--- config.mk ---
export PLATFORM = sky130hd
export DESIGN_NAME = cpu64_l2_a_arbiter
export DESIGN_NICKNAME = d
export VERILOG_FILES = /design/src/rtl/cpu64_l2_a_arbiter.sv
export SDC_FILE = /design/constraint.sdc
export NUM_CORES = 1
export LEC_CHECK = 0
export CORE_AREA = 2 2 152 154
export CTS_BUF_LIST = sky130_fd_sc_hd__clkbuf_8 sky130_fd_sc_hd__clkbuf_16
export CTS_CLUSTER_SIZE = 24
export DETAILED_ROUTE_END_ITERATION = 7
export DIE_AREA = 0 0 154 156
export PLACE_DENSITY_LB_ADDON = 0.05
export REMOVE_ABC_BUFFERS = 1
export SKIP_LAST_GASP = 1
export SLEW_MARGIN = 15
export SYNTH_ARGS = -nofsm -noshare
export SYNTH_HDL_FRONTEND = slang
export SYNTH_SLANG_ARGS = --single-unit
--- constraint.sdc ---
create_clock -name clk_i -period 5.1 [get_ports clk_i]
set_input_delay 1.275 -clock clk_i [delete_from_list [all_inputs] [get_ports clk_i]]
set_output_delay 1.275 -clock clk_i [all_outputs]
set_load 0.01 [all_outputs]
--- src/rtl/cpu64_l2_a_arbiter.sv ---
// -----------------------------------------------------------------------------
// cpu64_l2_a_arbiter
//
// Merges the per-core L1 TileLink A channels (Acquire requests) into the single
// L2 A-channel sink. Valid cores are arbitrated round-robin. The core ID is
// stamped into the upper source bits. The winning request lands in a one-entry
// registered output stage. All A messages here are single-beat, so a grant
// never has to be held across cycles.
//
// Ports
//   clk_i, rst_i        clock; asynchronous active-high reset
//   l1_a_opcode_i       CORES*3 per-core opcode, core k at [3k+2:3k]
//   l1_a_param_i        CORES*3 per-core param, same packing
//   l1_a_source_i       CORES*L1_SOURCE_W per-core source
//   l1_a_address_i      CORES*ADDR_W per-core address
//   l1_a_valid_i        CORES per-core valid
//   l1_a_ready_o        CORES per-core ready (one-hot or zero)
//   tl_a_*_o            registered request to the L2 A sink
//   tl_a_ready_i        L2 A ready
//   last_grant_o        core ID of the most recent grant (debug)
//
// Handshake: a transfer happens on a rising edge where valid and ready are both
// high. A producer holds valid and its payload stable until that transfer, and
// valid never depends on ready. Ready may depend on valid. Upstream, the
// arbiter raises ready only on the winning core. Downstream, tl_a_valid_o
// reflects the occupied output register.
// -----------------------------------------------------------------------------
module cpu64_l2_a_arbiter #(
    parameter int CORES       = 4,
    parameter int ADDR_W      = 64,
    parameter int L1_SOURCE_W = 4,
    parameter int CID_W       = 2,
    parameter int SOURCE_W    = 6
) (
    input  logic                         clk_i,
    input  logic                         rst_i,
    input  logic [CORES*3-1:0]           l1_a_opcode_i,
    input  logic [CORES*3-1:0]           l1_a_param_i,
    input  logic [CORES*L1_SOURCE_W-1:0] l1_a_source_i,
    input  logic [CORES*ADDR_W-1:0]      l1_a_address_i,
    input  logic [CORES-1:0]             l1_a_valid_i,
    output logic [CORES-1:0]             l1_a_ready_o,
    output logic [2:0]                   tl_a_opcode_o,
    output logic [2:0]                   tl_a_param_o,
    output logic [SOURCE_W-1:0]          tl_a_source_o,
    output logic [ADDR_W-1:0]            tl_a_address_o,
    output logic                         tl_a_valid_o,
    input  logic                         tl_a_ready_i,
    output logic [CID_W-1:0]             last_grant_o
);

    // Output register and arbitration state
    logic                valid_q;
    logic [2:0]          opcode_q;
    logic [2:0]          param_q;
    logic [SOURCE_W-1:0] source_q;
    logic [ADDR_W-1:0]   addr_q;
    logic [CID_W-1:0]    rr_q;
    logic [CID_W-1:0]    last_grant_q;

    logic             load_en;
    logic             any_valid;
    logic [CID_W-1:0] win;
    logic             grant;
    logic [CID_W-1:0] idx;

    // The slot is free, or it drains on this edge.
    assign load_en = !valid_q || tl_a_ready_i;

    // Scan from rr_q upward. CORES is a power of two, so the CID_W-bit sum wraps
    // the index modulo CORES without extra logic.
    always_comb begin
        any_valid = 1'b0;
        win       = '0;
        idx       = '0;
        for (int i = 0; i < CORES; i++) begin
            idx = rr_q + CID_W'(i);
            if (!any_valid && l1_a_valid_i[idx]) begin
                any_valid = 1'b1;
                win       = idx;
            end
        end
    end

    assign grant = load_en && any_valid && !rst_i;

    always_comb begin
        l1_a_ready_o = '0;
        if (grant) begin
            l1_a_ready_o[win] = 1'b1;
        end
    end

    always_ff @(posedge clk_i or posedge rst_i) begin
        if (rst_i) begin
            valid_q      <= 1'b0;
            opcode_q     <= '0;
            param_q      <= '0;
            source_q     <= '0;
            addr_q       <= '0;
            rr_q         <= '0;
            last_grant_q <= '0;
        end else if (grant) begin
            // Covers both a plain load and drain+load in the same cycle.
            valid_q      <= 1'b1;
            opcode_q     <= l1_a_opcode_i[int'(win)*3 +: 3];
            param_q      <= l1_a_param_i[int'(win)*3 +: 3];
            source_q     <= {win, l1_a_source_i[int'(win)*L1_SOURCE_W +: L1_SOURCE_W]};
            addr_q       <= l1_a_address_i[int'(win)*ADDR_W +: ADDR_W];
            rr_q         <= win + CID_W'(1);
            last_grant_q <= win;
        end else if (valid_q && tl_a_ready_i) begin
            valid_q <= 1'b0;
        end
    end

    assign tl_a_valid_o   = valid_q;
    assign tl_a_opcode_o  = opcode_q;
    assign tl_a_param_o   = param_q;
    assign tl_a_source_o  = source_q;
    assign tl_a_address_o = addr_q;
    assign last_grant_o   = last_grant_q;

endmodule

# After elaboration in Yosys (flattened, before gate mapping)
# Cells that the tools add are included.
[word_totals]
wordCells = 57
latchBits = 0
inputBits = 303
regBits = 81
mem_count = 0
mem_bits_ro = 0
out_inout_bits = 83
mem_bits_rw = 0
[classes]
reduce_logical = 14
shifts = 4
mux = 21
n_div = 0
n_lt_le_gt_ge = 6
addsub = 4
bitwise = 0
multipliers = 1
eq_ne = 0
[op_table]
columns = ["cell", "n"]
rows = [
  ["$shiftx A256 B9 Y64", 1],
  ["$shiftx A12 B32 Y3", 1],
  ["$shiftx A16 B5 Y4", 1],
  ["$lt A2 B3 Y1 const B", 5],
  ["$shiftx A12 B5 Y3", 1],
  ["$mux W1", 11],
  ["$bmux W1 S2", 4],
  ["$mux W2", 4],
  ["$logic_and A1 B1 Y1", 7],
  ["$logic_not A1 Y1", 5],
  ["$add A2 B1 Y2 const B", 2],
  ["$add A2 B2 Y2 const B", 2],
  ["$mul A2 B2 Y4 const B", 1],
  ["$mux W4", 1],
  ["$demux W1 S2", 1],
  ["$ge A2 B1 Y1 const B", 1],
  ["$reduce_bool A2 Y1", 1],
  ["$logic_or A1 B1 Y1", 1],
]

# Logic depth before layout (Yosys ltp)
[logic_depth]
ltp_word = 17
ltp_mapped = 8
depth_no_buf = 5

# Least setup slack after synthesis
# OpenSTA, ideal clock, no wires.
[synth_path]
path_type = "input port to output port"
from = "input rst_i"
to = "output l1_a_ready_o[3]"
t_arrival_ns = 4.087
slack_ns = -0.262
path_stages = 6
n_path_buf = 2
required_time_ns = 3.825
path_cell_list = "inv_1 o41ai_2 nand2b_1 buf_4 buf_2 nor3_1"
[synth_between]
elab_chain_cells = 3
[synth_lines]
columns = ["element", "line_no", "text"]
rows = [
  ["start: declaration", "36", "input logic rst_i,"],
  ["$logic_not A1 Y1 (no source line)", "--", ""],
  ["$logic_and A1 B1 Y1", "85", "assign grant = load_en && any_valid && !rst_i;"],
  ["$mux W4", "89", "if (grant) begin"],
  ["end: declaration", "42", "output logic [CORES-1:0] l1_a_ready_o,"],
]
# Every way passes these cells.

# Final worst setup path
[layout_path]
from = "input l1_a_valid_i[3]"
to = "output l1_a_ready_o[3]"
[layout_between]
elab_chain_cells = 17
word_cells_on_any_way = 30
classes_between = "order compare (2); mux (19); reduce/logical (9)"
[layout_lines]
columns = ["element", "line_no", "text"]
rows = [
  ["start: declaration", "41", "input logic [CORES-1:0] l1_a_valid_i,"],
  ["$bmux W1 S2", "78", "if (!any_valid && l1_a_valid_i[idx]) begin"],
  ["$mux W1 (implied by the code)", "78", ""],
  ["$mux W1", "78", ""],
  ["$logic_not A1 Y1", "78", ""],
  ["$logic_and A1 B1 Y1", "78", ""],
  ["$mux W1", "78", ""],
  ["$logic_not A1 Y1", "78", ""],
  ["$logic_and A1 B1 Y1", "78", ""],
  ["$mux W1", "78", ""],
  ["$logic_not A1 Y1", "78", ""],
  ["$logic_and A1 B1 Y1", "78", ""],
  ["$mux W2", "78", ""],
  ["$lt A2 B3 Y1 (implied by the code) or $ge A2 B1 Y1 (tied branches)", "90", "l1_a_ready_o[win] = 1'b1;"],
  ["$logic_and A1 B1 Y1 (implied by the code)", "90", ""],
  ["$mux W1 (implied by the code)", "90", ""],
  ["$demux W1 S2", "90", ""],
  ["$mux W4 *", "89", ""],
]
# Mark *: on every way between the ends. The rest lies on a longest branch, timed or not. The select of a mux whose other input is x is not followed.

==> reports/metrics.cfg <==
[setup_path]
crit_path_start_kind = primary input
r2r_setup_slack_ns = 2.58
r2r-end = tl_a_address_o[20]$_DFFE_PP0P_
critPathCaptureType = output port
path_class = primary input to output port
path_max_fanout = 9
crit_required_ns = 3.83
rr_worst_depth = 6
worstPathArrival_ns = 3.55
r2r-start = rr_q[1]$_DFFE_PP0P_

[sta]
finClkSkew_ns = 0.01009
hold_viol_final = 0
min_period_ns = 4.825
slew_viol_final = 0
fmax_mhz = 207.3
setup_viol_count_final = 0
rsz0062_at_grt = false
period_share_pct = 94.60
fin_setup_tns_ns = 0
relSlewSlack_pct = 27.64
worst_slew_pin_slew_ns = 1.085
setup_ws_ns = 0.2752

[synthesis]
syn_inst = 568
synth_warnings = 0
synth_seq_area_share_pct = 39.00
synth_flop_cell = dfrtp_1
ys_types = 34
netlist_area_sq_um = 5069
synth_edf_count = 0
postSynthAreaPerCell_sq_um = 8.924
synth_seq_cells = 79
async_reset_ff_share_pct = 100.0

[clocking]
cts_buffer_depth = 2
cts_tree = done
h-tree-depth = 3
clk_transition_reported_paths_ns = 0.07
postCtsHoldBufs = 0
cts_num_sinks = 79
clk_latency_ns = 0.35
post_cts_buffers = 0
cts.repair.resized = 0
cts_root_buf = clkbuf_16
cts_made_buffers = 9

[placement]
gp_congestion = 0.8644
dpl_cell_area_sq_um = 9050
place_ws_ns = 0.2904
dpl.hpwl_microns = 17720
port_buffers = 385

[detailed_routing]
drt-pass1-iter-count = 5
dr.first_iter.drc_count = 348
wl_microns = 25900
viasPerCell = 5.234
ant_nets = 0
vias = 6286
drc = 0
wl_per_cell_microns = 21.57

[hold_path]
whs_path_depth = 2
worstHoldStart = tl_a_address_o[53]$_DFFE_PP0P_
hold_path.class = flip-flop to flip-flop
min_to = tl_a_address_o[53]$_DFFE_PP0P_

[global_routing]
antenna_found_initial = 4
grt-ovfl-total = 0
track_usage_pct = 20.84
grt_pass1_wl_microns = 38560
grt_max_degree = 111
grt_pass1_vias = 6691

[cells_and_area]
finalInstanceArea_sq_um = 9404
layout.nets = 1211
mostFrequentLayoutCells = clkdlybuf4s50_1, nand3_1, nor2_1, dfrtp_1, a31oi_1
final_core_util_pct = 42.05
layout-drive-gt1-share_pct = 9.419
syn2layout_area_growth_pct = 85.53
final_common_cell = clkdlybuf4s50_1

[floorplan]
dieArea_sq_um = 24020
initial_core_util_pct = 22.66
coreArea_sq_um = 22370
rows = 55
chipHeight_microns = 156
fp.dieW_microns = 154
io_pins = 386

[power]
power_w = 0.003167
leakagePower_nw = 3.426
ir_drop_mv = 0.1820
power_density_nw_per_um2 = 336.8

[outcome]
status = finished clean

[flow_run]
cap_viol_max_count = 0

## how the worst max path moves through the flow
| stage | startpoint | to | slack (ns) | cells past startpoint |
|---|---|---|---|---|
| after floorplan | rst_i | l1_a_ready_o[1] | -2.47 | 4 |
| after global placement | l1_a_valid_i[3] | l1_a_ready_o[3] | 0.33 | 6 |
| after detailed placement | l1_a_valid_i[3] | l1_a_ready_o[3] | 0.29 | 6 |
| after CTS | l1_a_valid_i[3] | l1_a_ready_o[3] | 0.29 | 6 |
| after global routing | l1_a_valid_i[3] | l1_a_ready_o[3] | 0.22 | 6 |
| final | l1_a_valid_i[3] | l1_a_ready_o[3] | 0.28 | 6 |
## metal layers
layer	vias up	wire [microns]	global-route usage, %
li1	2888	-	-
met2	277	13400	37.95
met1	3073	9831	22.69
met4	2	856	9.746
met5	-	10	0
met3	46	1798	5.306
## Yosys cell counts, types with 2 or more instances
cell type | number | area (sq um)
a21oi_1 | 7 | 35.03
a221oi_1 | 36 | 315.3
a221oi_2 | 38 | 570.6
a31oi_1 | 74 | 462.9
and2_1 | 2 | 12.51
buf_2 | 38 | 190.2
buf_4 | 12 | 90.09
buf_6 | 6 | 67.56
clkbuf_1 | 15 | 56.30
dfrtp_1 | 79 | 1977
inv_2 | 2 | 7.510
nand2_1 | 2 | 7.510
nand2b_1 | 4 | 25.02
nand3_1 | 149 | 745.7
nor2_1 | 79 | 296.5
nor2b_1 | 2 | 12.51
nor3_1 | 2 | 10.01
o21ai_0 | 2 | 10.01
o21ai_1 | 4 | 20.02
## metrics by stage
step | hold slack (ns) | cells
global route | 0.5670 | 1201
detailed placement | 0.5333 | 1182
finish | 0.5492 | 1201
global placement | 0.5192 | 1182
floorplan | 0.5526 | 496
CTS | 0.5474 | 1198
## kinds of logic (layout without fill, tap and decap cells)
logic type / after synthesis / count (layout) / synth area share (%)
AOI/OAI and AO/OA: 171 / 171 / 30.17
buffers and inverters: 75 / 420 / 8.344
DFF: 79 / 79 / 39.00
muxes: 1 / 1 / 0.1975
other: 0 / 3 / 0
and+or+nand+nor: 242 / 242 / 22.29
## report_power, final
part / switching [W] / leakage (nW) / internal (W)
combinational: 0.000746 / 2.37 / 0.000735
sequential: 0.000110 / 0.890 / 0.000798
clock: 0.000288 / 0.168 / 0.000491
## flip-flops by register name (all words and copies together) (netlist names)
register and cells:
rr_q 2, tl_a_address_o 64, tl_a_opcode_o 3, tl_a_param_o 3, tl_a_source_o 6, tl_a_valid_o 1
## cell type report
cell class / instances / area [sq um]
fillers: 2150 / 12960
clock buffers: 10 / 239.0
inverters: 3 / 12.51
repair buffers: 401 / 3986
well taps: 285 / 356.6
clock inverters: 6 / 107.6
flip-flops and latches: 79 / 1977
diodes: 3 / 7.507
multi-input cells: 414 / 2718
## critical path, cell delays in order
cell             delay, ns
clkdlybuf4s50_1       0.76
a21oi_1               0.22
a211o_2               0.36
nor3_1                0.22
buf_4                 0.16
clkdlybuf4s50_1       0.55
Power figures use the tool's default switching activity.
